**src/rtl/apb_master_pkg.sv**
```systemverilog
// Shared types and default widths for the APB requester bridge.
package apb_master_pkg;

    localparam int APB_ADDR_W         = 32;
    localparam int APB_DATA_W         = 32;
    localparam int APB_WAIT_W         = 8;
    localparam int APB_TIMEOUT_CYCLES = 64;

    typedef enum logic [1:0] {
        ST_IDLE   = 2'd0,
        ST_SETUP  = 2'd1,
        ST_ACCESS = 2'd2,
        ST_RESP   = 2'd3
    } apb_state_e;

endpackage

```
**src/rtl/apb_master_bridge.sv**
```systemverilog
// APB3 requester: one command in, one APB transfer out, one response back.
// Optional wait-state timeout is enabled with `define APB_MASTER_TIMEOUT_EN.
module apb_master_bridge
    import apb_master_pkg::*;
#(
    parameter int ADDR_W         = APB_ADDR_W,
    parameter int DATA_W         = APB_DATA_W,
    parameter int WAIT_W         = APB_WAIT_W,
    parameter int TIMEOUT_CYCLES = APB_TIMEOUT_CYCLES
) (
    input  logic              PCLK,
    input  logic              PRESETn,
    input  logic              cmd_valid,
    output logic              cmd_ready,
    input  logic              cmd_write,
    input  logic [ADDR_W-1:0] cmd_addr,
    input  logic [DATA_W-1:0] cmd_wdata,
    output logic              rsp_valid,
    input  logic              rsp_ready,
    output logic [DATA_W-1:0] rsp_rdata,
    output logic              rsp_err,
    output logic [WAIT_W-1:0] rsp_waits,
    output logic              PSEL,
    output logic              PENABLE,
    output logic [ADDR_W-1:0] PADDR,
    output logic              PWRITE,
    output logic [DATA_W-1:0] PWDATA,
    input  logic [DATA_W-1:0] PRDATA,
    input  logic              PREADY
);

    apb_state_e        state_q, state_d;
    logic [ADDR_W-1:0] paddr_q, paddr_d;
    logic              pwrite_q, pwrite_d;
    logic [DATA_W-1:0] pwdata_q, pwdata_d;
    logic [WAIT_W-1:0] cnt_q, cnt_d;
    logic [WAIT_W-1:0] cnt_inc;
    logic [DATA_W-1:0] rdata_q, rdata_d;
    logic [WAIT_W-1:0] waits_q, waits_d;
    logic              err_q, err_d;
    logic              timeout_hit;

`ifdef APB_MASTER_TIMEOUT_EN
    // One extra bit so a limit equal to the saturation value is still reachable.
    localparam logic [WAIT_W:0] TO_LIM = TIMEOUT_CYCLES[WAIT_W:0];
    assign timeout_hit = !PREADY && ({1'b0, cnt_inc} >= TO_LIM);
`else
    logic unused_timeout_cfg;
    assign unused_timeout_cfg = |TIMEOUT_CYCLES;
    assign timeout_hit        = 1'b0;
`endif

    assign cnt_inc = (cnt_q == '1) ? cnt_q : cnt_q + 1'b1;

    always_comb begin
        state_d  = state_q;
        paddr_d  = paddr_q;
        pwrite_d = pwrite_q;
        pwdata_d = pwdata_q;
        cnt_d    = cnt_q;
        rdata_d  = rdata_q;
        waits_d  = waits_q;
        err_d    = err_q;
        case (state_q)
            ST_IDLE: begin
                if (cmd_valid) begin
                    paddr_d  = cmd_addr;
                    pwrite_d = cmd_write;
                    if (cmd_write) pwdata_d = cmd_wdata;
                    cnt_d    = '0;
                    state_d  = ST_SETUP;
                end
            end
            ST_SETUP: state_d = ST_ACCESS;
            ST_ACCESS: begin
                if (PREADY) begin
                    rdata_d = pwrite_q ? '0 : PRDATA;
                    waits_d = cnt_q;
                    err_d   = 1'b0;
                    state_d = ST_RESP;
                end else if (timeout_hit) begin
                    cnt_d   = cnt_inc;
                    rdata_d = '0;
                    waits_d = cnt_inc;
                    err_d   = 1'b1;
                    state_d = ST_RESP;
                end else begin
                    cnt_d = cnt_inc;
                end
            end
            ST_RESP: begin
                if (rsp_ready) state_d = ST_IDLE;
            end
            default: state_d = ST_IDLE;
        endcase
    end

    always_ff @(posedge PCLK or negedge PRESETn) begin
        if (!PRESETn) begin
            state_q  <= ST_IDLE;
            paddr_q  <= '0;
            pwrite_q <= 1'b0;
            pwdata_q <= '0;
            cnt_q    <= '0;
            rdata_q  <= '0;
            waits_q  <= '0;
            err_q    <= 1'b0;
        end else begin
            state_q  <= state_d;
            paddr_q  <= paddr_d;
            pwrite_q <= pwrite_d;
            pwdata_q <= pwdata_d;
            cnt_q    <= cnt_d;
            rdata_q  <= rdata_d;
            waits_q  <= waits_d;
            err_q    <= err_d;
        end
    end

    // Handshake and bus-phase strobes decode straight from the registered state.
    assign cmd_ready = (state_q == ST_IDLE);
    assign PSEL      = (state_q == ST_SETUP) || (state_q == ST_ACCESS);
    assign PENABLE   = (state_q == ST_ACCESS);
    assign rsp_valid = (state_q == ST_RESP);
    assign PADDR     = paddr_q;
    assign PWRITE    = pwrite_q;
    assign PWDATA    = pwdata_q;
    assign rsp_rdata = rdata_q;
    assign rsp_waits = waits_q;
    assign rsp_err   = err_q;

endmodule
```
**config.mk**
```make
export PLATFORM = sky130hd
export DESIGN_NAME = apb_master_bridge
export DESIGN_NICKNAME = d
export VERILOG_FILES = /design/src/rtl/apb_master_pkg.sv /design/src/rtl/apb_master_bridge.sv
export SDC_FILE = /design/constraint.sdc
export NUM_CORES = 1
export LEC_CHECK = 0
export BUFFER_PORTS_ARGS = -buffer_cell sky130_fd_sc_hd__buf_2
export CAP_MARGIN = 5
export CORE_ASPECT_RATIO = 1.2
export CORE_MARGIN = 2
export CORE_UTILIZATION = 40
export DETAILED_ROUTE_END_ITERATION = 7
export PLACE_DENSITY = 0.7
export SLEW_MARGIN = 20
export SYNTH_ARGS = -nofsm -noshare
export SYNTH_HDL_FRONTEND = slang
export SYNTH_SLANG_ARGS = --single-unit
```
**constraint.sdc**
```tcl
create_clock -name PCLK -period 2 [get_ports PCLK]
set_input_delay 0.3 -clock PCLK [delete_from_list [all_inputs] [get_ports PCLK]]
set_output_delay 0.3 -clock PCLK [all_outputs]
set_load 0.05 [all_outputs]
```
==> flow_summary.toml <==
[status]
outcome = "completed"

[setup_path]
endpoint_kind = "flop"
cp_cell_sequence = "inv_1 > ha_1 > or2_2 > o2111ai_4 > or4_1 > nand3_1"
crit_path_max_incr_delay_ns = 0.50
reg2regPathDepth = 6
worstSetupPathType = "reg2reg"
worst-r2r-setup-slack_ns = 0.17
crit_required_ns = 2.33
crit_slowest_cell = "or4_1"
reg2reg_from = "state_q[0]"
critPathTopFamily = "simple AND/OR/NAND/NOR gates"
crit_buf_inv = 1
cp_max_fo = 16
cp-start-kind = "flop"
regToRegEndpoint = "cnt_q[4]"
cp.arrival_ns = 2.15

[detailed_routing]
vias_per_cell = 4.65
wl_per_cell_um = 14.4
wl_um = 10800
vias = 3486
ant_nets = 0
drc = 0
first_iter_violations = 61
dr.pass1.iters = 4

[floorplanning]
die_w_um = 102
core_mm2 = 0.0115
ios = 212
die_y_um = 122
start_util_pct = 40.6
placement_rows = 43
fp.dieArea_mm2 = 0.0125

[clock_network]
postCtsSetupRepairBufs = 0
cts_tree = "yes"
cts_made_buffers = 17
clock_latency_ns = 0.40
hold_buffers = 1
cts.path.max_buffers = 2
numClockSinks = 115
cts_root_buf = "clkbuf_16"
cts_resized = 0
htree_levels = 4
path_clk_slew_ns = 0.06

[final_layout]
areaGrowthSynthToFinish_pct = 39.9
antenna_cells = 0
fillers = 1014
drive_gt1_share_pct = 55.8
final_net_count = 686

[job]
drv_cap = 0

[yosys]
ys_seq_area_share_pct = 61.9
synth.avg_cell_area_um2 = 12.9
synth_nets = 466
yosysTopAreaCellShare_pct = 61.9
syn-cell-area_mm2 = 0.00465
syn_inst = 360
synth_edf_count = 0
synthArstFlopShare_pct = 100
yosysWarnings = 0
synthTopCellsByArea = "dfrtp_1, mux2_2, nand2b_1"
ys_types = 34
synth_top_cell_by_area = "dfrtp_1"
ys_ff_latch = 115
synthFlopType = "dfrtp_1"

[min_path]
min_from = "cmd_addr[14]"
hp-class = "in2reg"
worst_hold_path.num_cells = 2
whs_endpoint = "PADDR[14]"

[placed_design]
dp_hpwl_um = 7970
place_congestion = 0.745
io_buffer_count = 210

[timing]
fin_crit_sh_pct = 91.3
slew_headroom_pct = 66.1
setup_viol = 0
worstMarginPinSlew_ns = 0.509
fin_tns_setup_ns = 0
max_clock_freq_ghz = 0.547
final_hold_viol_count = 0
skew_ns = 0.00779
hold_ws_ns = 0.126
rsz0062_at_grt = "no"
maxSlewViolCount = 0
min_period_ns = 1.83

[grt]
gr-total-overflow = 0
antenna_found_initial = 0
grt_max_degree = 73
grt_use_total_pct = 17.6
grt_pass1_vias = 3553
grt_pass1_wl_um = 16800
## routing by layer
metal | part of all wire, % | routed length [um] | up-vias | track usage, %
met4 | 1.8 | 194 | 0 | 8.33
met2 | 49 | 5290 | 153 | 27.9
li1 | - | - | 1672 | -
met5 | 0 | 0 | - | 0
met1 | 39 | 4220 | 1647 | 20.1
met3 | 9.9 | 1060 | 14 | 7.92
## metrics by stage
| step | setup slack, ns | area, um^2 | instances | util, % |
|---|---|---|---|---|
| 2_1_floorplan | 0.00711 | 4650 | 360 | - |
| 3_3_place_gp | 0.255 | 5920 | 717 | 51.7 |
| 3_5_place_dp | 0.183 | 5920 | 717 | 51.7 |
| 4_1_cts | 0.166 | 6510 | 750 | 56.8 |
| 5_1_grt | 0.00788 | 6510 | 750 | 56.8 |
| 6_report | 0.173 | 6510 | 750 | 56.8 |
## kinds of logic (layout without fill, tap and decap cells)
logic type      after synthesis  after routing  share of synthesized area [%]
compound gates               42             42                           5.68
fa+ha+maj                     4              4                           1.08
buf+inv                      23            256                           2.50
flops                       115            115                           61.9
mux                          73             73                           17.7
other cells                   1              1                         0.0806
simple gates                102            102                           11.1
## synth_stat cells, types with 2 or more instances
library cell	count
buf_2	7
buf_6	2
clkbuf_1	9
dfrtp_1	115
ha_1	4
inv_1	3
mux2_2	73
nand2_1	48
nand2b_1	33
nand3_1	5
nand3b_1	2
nand4_1	2
nor2_1	2
o21ai_0	34
o221ai_1	2
## cell usage in the layout (no fill, tap or decap), types with 3 or more instances in the layout
master / instances
clkinv_4: 3
inv_6: 5
nand3_1: 5
nand2b_1: 33
buf_2: 209
buf_12: 4
o21ai_0: 34
dfrtp_1: 115
buf_4: 6
clkbuf_16: 17
mux2_2: 73
inv_1: 3
ha_1: 4
nand2_1: 48
## final cells by class
class | instances | area [um^2] | area share [%]
clock buffers | 19 | 453 | 6.96
clock inverters | 13 | 125 | 1.92
inverters | 4 | 17.5 | 0.269
multi-input cells | 222 | 1660 | 25.5
flip-flops and latches | 115 | 2880 | 44.2
well taps | 157 | 196 | 3.02
repair buffers | 220 | 1180 | 18.2
## worst reg2reg max path: cells and delay by family (launching register included)
kind | cells | cell delay [ns]
AO/OA/AOI/OAI | 1 | 0.25
adder cells (fa/ha/maj) | 1 | 0.25
buffers and inverters | 1 | 0.09
flip-flops | 1 | 0.37
AND/OR/NAND/NOR | 3 | 0.80
## state kept, by name (all words and copies together) (netlist names)
| signal | count |
|---|---|
| cnt_q | 8 |
| PADDR | 32 |
| rsp_waits | 8 |
| PWRITE | 1 |
| PWDATA | 32 |
| rsp_rdata | 32 |
| state_q | 2 |
## worst max path at each step
| stage | start | end | slack [ns] | depth (start not counted) |
|---|---|---|---|---|
| finish | state_q[0] | cnt_q[4] | 0.17 | 6 |
| global route | state_q[0] | cnt_q[4] | 0.008 | 6 |
| CTS | state_q[0] | cnt_q[4] | 0.17 | 6 |
| detailed placement | state_q[0] | cnt_q[5] | 0.18 | 6 |
| global placement | state_q[0] | cnt_q[5] | 0.25 | 6 |
| floorplan | state_q[0] | cnt_q[5] | 0.007 | 6 |
Power is not shown: default switching activity piles up to over one toggle a cycle in this logic, so the estimate is an artifact.
